--- src/rtl/common_pkg.sv ---
// Shared register-file identifiers and fetch sequencer state encoding.
package common_pkg;

    localparam int unsigned REG_ID_W = 2;

    typedef enum logic [REG_ID_W-1:0] {
        R_IP  = 2'd0,
        R_IR1 = 2'd1,
        R_IR2 = 2'd2,
        R_ZR  = 2'd3
    } reg_id_e;

    typedef enum logic [2:0] {
        IDLE   = 3'd0,
        FETCH1 = 3'd1,
        INC1   = 3'd2,
        FETCH2 = 3'd3,
        INC2   = 3'd4,
        ISSUE  = 3'd5
    } fetch_state_e;

endpackage

--- src/rtl/fetch_sequencer.sv ---
// Instruction fetch sequencer: reads one or two words at IP into IR1/IR2 through
// the register file, bumps IP after each word and hands the instruction to execute.
module fetch_sequencer
    import common_pkg::*;
#(
    parameter int unsigned EXT_BIT = 15,
    parameter int unsigned W       = 16
) (
    input  logic         i_clk,
    input  logic         i_rst,
    input  logic         i_run,
    input  logic         i_redirect,
    input  logic [W-1:0] i_redirect_addr,
    output logic         o_mem_req,
    input  logic         i_mem_ack,
    input  logic [W-1:0] i_mem_data,
    output reg_id_e      o_ab_addr,
    output reg_id_e      o_s1_addr,
    input  logic [W-1:0] i_s1_data,
    output logic         o_wr_en,
    output reg_id_e      o_dest_addr,
    output logic [W-1:0] o_dest_data,
    output logic         o_insn_valid,
    output logic [1:0]   o_insn_len,
    input  logic         i_insn_ready,
    output logic         o_busy
);

    fetch_state_e state_q, state_d;
    logic         ext_q, ext_d;
    logic [1:0]   len_d;

    // State, extension flag and registered status outputs.
    always_ff @(posedge i_clk) begin
        if (i_rst) begin
            state_q    <= IDLE;
            ext_q      <= 1'b0;
            o_busy     <= 1'b0;
            o_insn_len <= 2'd0;
        end else begin
            state_q    <= state_d;
            ext_q      <= ext_d;
            o_busy     <= (state_d != IDLE);
            o_insn_len <= len_d;
        end
    end

    // Next-state and register-file/memory control decode.
    always_comb begin
        state_d      = state_q;
        ext_d        = ext_q;
        o_wr_en      = 1'b0;
        o_dest_addr  = R_ZR;
        o_dest_data  = '0;
        o_mem_req    = 1'b0;
        o_insn_valid = 1'b0;
        o_ab_addr    = R_ZR;
        o_s1_addr    = R_ZR;

        if (i_redirect) begin
            o_wr_en     = 1'b1;
            o_dest_addr = R_IP;
            o_dest_data = i_redirect_addr;
            ext_d       = 1'b0;
            state_d     = i_run ? FETCH1 : IDLE;
        end else begin
            unique case (state_q)
                IDLE: begin
                    if (i_run) state_d = FETCH1;
                end
                FETCH1: begin
                    o_ab_addr = R_IP;
                    o_mem_req = 1'b1;
                    if (i_mem_ack) begin
                        o_wr_en     = 1'b1;
                        o_dest_addr = R_IR1;
                        o_dest_data = i_mem_data;
                        ext_d       = i_mem_data[EXT_BIT];
                        state_d     = INC1;
                    end
                end
                INC1: begin
                    o_s1_addr   = R_IP;
                    o_wr_en     = 1'b1;
                    o_dest_addr = R_IP;
                    o_dest_data = i_s1_data + W'(1);
                    state_d     = ext_q ? FETCH2 : ISSUE;
                end
                FETCH2: begin
                    o_ab_addr = R_IP;
                    o_mem_req = 1'b1;
                    if (i_mem_ack) begin
                        o_wr_en     = 1'b1;
                        o_dest_addr = R_IR2;
                        o_dest_data = i_mem_data;
                        state_d     = INC2;
                    end
                end
                INC2: begin
                    o_s1_addr   = R_IP;
                    o_wr_en     = 1'b1;
                    o_dest_addr = R_IP;
                    o_dest_data = i_s1_data + W'(1);
                    state_d     = ISSUE;
                end
                ISSUE: begin
                    o_insn_valid = 1'b1;
                    if (i_insn_ready) state_d = i_run ? FETCH1 : IDLE;
                end
                default: state_d = IDLE;
            endcase
        end

        // Reset overrides every side effect in the cycle it is asserted.
        if (i_rst) begin
            o_wr_en      = 1'b0;
            o_dest_addr  = R_ZR;
            o_mem_req    = 1'b0;
            o_insn_valid = 1'b0;
        end

        len_d = (state_d == ISSUE) ? (ext_d ? 2'd2 : 2'd1) : 2'd0;
    end

endmodule

--- config.mk ---
export PLATFORM = sky130hd
export DESIGN_NAME = fetch_sequencer
export DESIGN_NICKNAME = d
export VERILOG_FILES = /design/src/rtl/common_pkg.sv /design/src/rtl/fetch_sequencer.sv
export SDC_FILE = /design/constraint.sdc
export NUM_CORES = 1
export LEC_CHECK = 0
export CELL_PAD_IN_SITES_DETAIL_PLACEMENT = 1
export CELL_PAD_IN_SITES_GLOBAL_PLACEMENT = 2
export CORE_ASPECT_RATIO = 0.75
export CORE_MARGIN = 4
export CORE_UTILIZATION = 15
export DETAILED_ROUTE_END_ITERATION = 6
export PLACE_DENSITY_LB_ADDON = 0.1
export RECOVER_POWER = 25
export SLEW_MARGIN = 20
export SYNTH_ARGS = -nofsm -noshare
export SYNTH_HDL_FRONTEND = slang
export SYNTH_SLANG_ARGS = --single-unit
--- constraint.sdc ---
create_clock -name i_clk -period 6.3 [get_ports i_clk]
set_clock_uncertainty 0.2 [all_clocks]
set_input_delay 1.89 -clock i_clk [delete_from_list [all_inputs] [get_ports i_clk]]
set_output_delay 1.89 -clock i_clk [all_outputs]
set_load 0.01 [all_outputs]
==> impl_metrics.ini, run 1 <==
[job]
max_cap_viol_count = 0

[yosys]
avgSynthCellArea_um2 = 7.04
synth.most_common_cell = nand2_1
yosys_warnings = 0
async_flop_share = 0
syn-instance-count = 132
seq_area_frac_synth = 0.151
yosys_register_bits = 7
synthFlopType = dfxtp_1
synth_area_um2 = 930
synthTopCellsByArea = dfxtp_1 15%, xor2_1 12%, nand2_1 10%
synth_top_area_frac = 0.151
synth_nets = 187
synth.distinct_cells = 38
synth_common_cells = 26 x nand2_1, 13 x xor2_1, 8 x o221ai_1
synth_top_cell_by_area = dfxtp_1
synth_edf_count = 0

[global_routing]
grt_pass1_vias = 1359
grt-ovfl-total = 0
antenna_found_initial = 0
grt_pass1_wl_um = 7040
grtUsageTotal = 0.113
grt_max_degree = 41

[sta]
relSlewSlack = 0.634
setup_viol = 0
setup-tns-final_ps = 0
hold_violations = 0
slew_violations = 0
period_share = 0.973
layout_min_cycle_time_ps = 6130
fmaxAchievable_mhz = 163
worst_pin_slew_ps = 550
grt_setup_unrepaired = false

[die]
die_y_um = 76.2
initial_utilization = 0.157
dieArea_um2 = 7530
ioPinCount = 82
num_rows = 24
die_w_um = 98.9
core_area_um2 = 5920

[clocking]
cts.clk_slew.worst_paths_ps = 40
clock_latency_ps = 220
cts_tree = yes
cts_max_level = 1
clock-root-buffer = clkbuf_8
numCtsBuffers = 3
clk_path_buf_depth = 2
cts_sinks = 7

[place]
place_area_um2 = 1810
numPlacedInstances = 283
gp_congestion = 0.780
hpwl_um = 3580
numPortBuffers = 81

[critical_path]
slowest_stage = clkdlybuf4s50_1
timing.critical_path.fanout_max = 4
start_kind = input pin
arrival_ps = 4040
startpoint = i_s1_data[3]
path_cells = clkdlybuf4s50_1 > and4_1 > and4_2 > nand3_1 > xor2_1 > o221ai_1 > clkdlybuf4s50_1
cpMostUsedCell = clkdlybuf4s50_1
endpoint_kind = output pin
critical-path-max-stage-delay_ps = 580
worst_ep_required_time_ps = 4210
cpLargestDelayFamily = buffers and inverters
critPathKind = input pin to output pin
cp_num_buf_inv = 2
r2r_start = state_q[0]

[hold_path]
hold_path_startpoint = state_q[2]
hold_class = flop to flop

[power_and_ir_drop]
power_uw = 207
power.density_nw_per_um2 = 111
leakage_uw = 0.000675
ir_drop_v = 0.0000580

[routing]
post-route-drc-count = 0
wl_per_cell_um = 15.0
vias = 1286
vias_per_cell = 4.48
routed_wl_um = 4310
ant_nets = 0
drt_iter0_drc = 46
first_pass_iters = 4

[final_layout]
fill_cells = 716
diodes = 0
areaGrowthSynthToFinish_pct = 100
nets = 265
instances_no_fill = 287
design_area_um2 = 1860
drive_above_1_share = 0.0431

[outcome]
status = finished clean
placed cells by master (no fill, tap or decap), types with 2 or more instances in the layout:
master	n
nor2_1	4
o31a_1	2
buf_4	2
clkbuf_8	3
nor4_1	2
o221ai_1	8
nand4_1	2
xor2_1	13
o31ai_1	2
o21ai_0	7
a22oi_1	7
dfxtp_1	7
a21oi_1	3
and4_1	2
nand2b_1	2
nor4b_1	2
and3_1	2
inv_1	4
dlygate4sd3_1	4
nand3_1	5
xnor2_1	2
clkdlybuf4s50_1	76
nand2_1	26
nor3_1	4
report_power, final:
group / internal (µW) / switching [µW]
Clock: 43.6 / 17.7
Combinational: 60.5 / 36.9
Sequential: 46.2 / 2.46
Total: 150 / 57.1
stage by stage:
stage,hold WS (ps),util,worst slack [ps]
5_1_grt,524,0.315,53.4
4_1_cts,452,0.314,86.0
2_1_floorplan,321,-,1330
6_report,466,0.315,170
3_3_place_gp,437,0.307,169
3_5_place_dp,454,0.307,93.8
flip-flops by register name, summed over array words and instances, names as in the netlist:
name and flops:
o_busy 1, o_insn_len 2, ext_q 1, state_q 3
final timing paths:
check                                       end  slack [ps]  depth (start not counted)
worst max-delay path            o_dest_data[10]         170                          7
worst min-delay path                 state_q[1]         470                          1
worst max register to register           o_busy        4250                          4
worst min register to register       state_q[1]         470                          1
routing by layer:
| layer | up-vias | track usage | wire (µm) |
|---|---|---|---|
| met5 | - | 0 | 0 |
| met4 | 0 | 0.0327 | 27 |
| met3 | 2 | 0.0183 | 260 |
| met2 | 44 | 0.182 | 2030 |
| met1 | 599 | 0.155 | 1990 |
| li1 | 641 | - | - |
what timing repair did:
item                       4_1_cts  5_1_grt
setup endpoints to repair        0        1
hold buffers                     0        0
resized for setup                0        2
buffers inserted                 0        0
layout make-up:
| class | count | area, µm² | area share |
|---|---|---|---|
| Multi-Input combinational cell | 110 | 714 | 0.384 |
| Tap cell | 78 | 97.6 | 0.0525 |
| Inverter | 4 | 15.0 | 0.00807 |
| Clock buffer | 4 | 45.0 | 0.0242 |
| Timing Repair Buffer | 84 | 848 | 0.456 |
| Sequential cell | 7 | 140 | 0.0753 |
logic make-up (layout without fill, tap and decap cells):
logic type,Yosys count,after routing,synth area share
AOI/OAI and AO/OA,33,33,0.266
xor gates and xnor gates,15,15,0.141
adders and majority gates,1,1,0.0135
buffers and inverters,15,92,0.0794
DFF,7,7,0.151
muxes,1,1,0.0108
and+or+nand+nor,60,60,0.338
No activity file was read; power rests on OpenSTA's default activity.
==> run 2: changes to the inputs <==
--- a/config.mk
+++ b/config.mk
@@ -9,9 +9,9 @@
 export CELL_PAD_IN_SITES_GLOBAL_PLACEMENT = 2
 export CORE_ASPECT_RATIO = 0.75
 export CORE_MARGIN = 4
-export CORE_UTILIZATION = 15
+export CORE_UTILIZATION = 14
 export DETAILED_ROUTE_END_ITERATION = 6
-export PLACE_DENSITY_LB_ADDON = 0.1
+export PLACE_DENSITY_LB_ADDON = 0.25
 export RECOVER_POWER = 25
 export SLEW_MARGIN = 20
 export SYNTH_ARGS = -nofsm -noshare
==> constraint.sdc (replaced) <==
create_clock -name i_clk -period 6.4 [get_ports i_clk]
set_clock_uncertainty 0.2 [all_clocks]
set_input_delay 1.92 -clock i_clk [delete_from_list [all_inputs] [get_ports i_clk]]
set_output_delay 1.92 -clock i_clk [all_outputs]
set_load 0.01 [all_outputs]
==> impl_metrics.ini, run 2 (synthesis results as in run 1) <==
[critical_path]
timing.critical_path.fanout_max = 4
worst_ep_required_time_ps = 4280
startpoint = i_redirect
r2r_start = state_q[0]
arrival_ps = 4070
endpoint_kind = output pin
critPathKind = input pin to output pin
start_kind = input pin

[global_routing]
grt_max_degree = 41
grtUsageTotal = 0.107
grt-ovfl-total = 0
antenna_found_initial = 0
grt_pass1_wl_um = 6780
grt_pass1_vias = 1355

[place]
pre_cts_slack_ps = 194
hpwl_um = 3630
numPortBuffers = 81
numPlacedInstances = 290
gp_congestion = 0.733

[routing]
dr.max_layer_used = met4
ant_nets = 0
wl_met1_um = 1990
met3_length_um = 395
drt_iter0_drc = 43
routed_wl_um = 4330
vias_per_cell = 4.39
first_pass_iters = 4
post-route-drc-count = 0
vias = 1290
met2WireLength_um = 1920
wl_per_cell_um = 14.7

[final_layout]
nets = 269
drive_above_1_share = 0.0563
reg.largest.list = state_q x3, o_insn_len x2
instances_no_fill = 294
post-route-util = 0.294
mostFrequentLayoutCells = 76 x clkdlybuf4s50_1, 26 x nand2_1, 13 x xor2_1
diodes = 0
largest_register_ffs = 3
final_common_cell = clkdlybuf4s50_1
areaGrowthSynthToFinish_pct = 102
regMostFlops = state_q

[clocking]
clock_latency_ps = 220
post_cts_resize_count = 0
cts.clk_slew.worst_paths_ps = 40
cts_hold_buf = 0
numCtsBuffers = 3
cts_sinks = 7
clk_path_buf_depth = 2
cts_tree = yes
post_cts_buffers = 0
cts_max_level = 1
clock-root-buffer = clkbuf_8

[die]
num_rows = 25
ioPinCount = 82
dieArea_um2 = 8020
die_w_um = 102
initial_utilization = 0.146
core_area_um2 = 6380
die_y_um = 78.6

[sta]
layout_min_cycle_time_ps = 6190
grt_setup_unrepaired = false
fmaxAchievable_mhz = 162
period_share = 0.966
slew_violations = 0
hold_violations = 0
setup-tns-final_ps = 0
relSlewSlack = 0.721
worst_pin_slew_ps = 418
setup_viol = 0
layout_setup_ws_ps = 215

[job]
max_cap_viol_count = 0

[power_and_ir_drop]
power_uw = 204
power.density_nw_per_um2 = 109
leakage_uw = 0.000676
ir_drop_v = 0.0000376

[hold_path]
hold_path_startpoint = ext_q
hold_class = flop to flop

[outcome]
status = finished clean
run 2: cell type report:
class                           instances  area (µm²)
Fill cell                             808        4500
Timing Repair Buffer                   88         860
Multi-Input combinational cell        110         716
Sequential cell                         7         140
Tap cell                               81         101
Clock buffer                            4        45.0
Inverter                                4        15.0
run 2: path summary, 6_finish.rpt:
kind,to,slack (ps),depth (start not counted)
max,o_dest_data[6],210,6
min,ext_q,460,2
max reg2reg,o_busy,4250,5
min reg2reg,ext_q,460,2
run 2: worst max-delay path: stages:
cell	delay (ps)
dlygate4sd3_1	550
or3b_2	470
nor2_1	310
a22oi_1	110
o21ai_0	100
clkdlybuf4s50_1	600
run 2: stage by stage:
step	hold WS [ps]	area [µm²]
4_1_cts	455	1880
5_1_grt	508	1880
3_5_place_dp	445	1840
6_report	458	1880
3_3_place_gp	453	1840
2_1_floorplan	321	930
run 2: metal layers:
metal  GRT usage  vias to the layer above
met1       0.141                      591
li1            -                      653
met3      0.0417                        2
met2       0.165                       44
met5           0                        -
met4      0.0197                        0
run 2: report_power, final:
group / switching [µW] / total (µW) / internal (µW)
clock: 17.4 / 60.3 / 42.9
sequential: 2.51 / 47.9 / 45.4
combinational: 36.5 / 96.2 / 59.6
==> run 3: changes to the inputs <==
--- a/config.mk
+++ b/config.mk
@@ -10,9 +10,11 @@
 export CORE_ASPECT_RATIO = 0.75
 export CORE_MARGIN = 4
 export CORE_UTILIZATION = 14
+export CTS_CLUSTER_SIZE = 40
 export DETAILED_ROUTE_END_ITERATION = 6
 export PLACE_DENSITY_LB_ADDON = 0.25
 export RECOVER_POWER = 25
+export SKIP_CTS_REPAIR_TIMING = 1
 export SLEW_MARGIN = 20
 export SYNTH_ARGS = -nofsm -noshare
 export SYNTH_HDL_FRONTEND = slang
==> results of run 3 <==
Same layout as run 2: the final DEF is identical, and so are final timing and power.
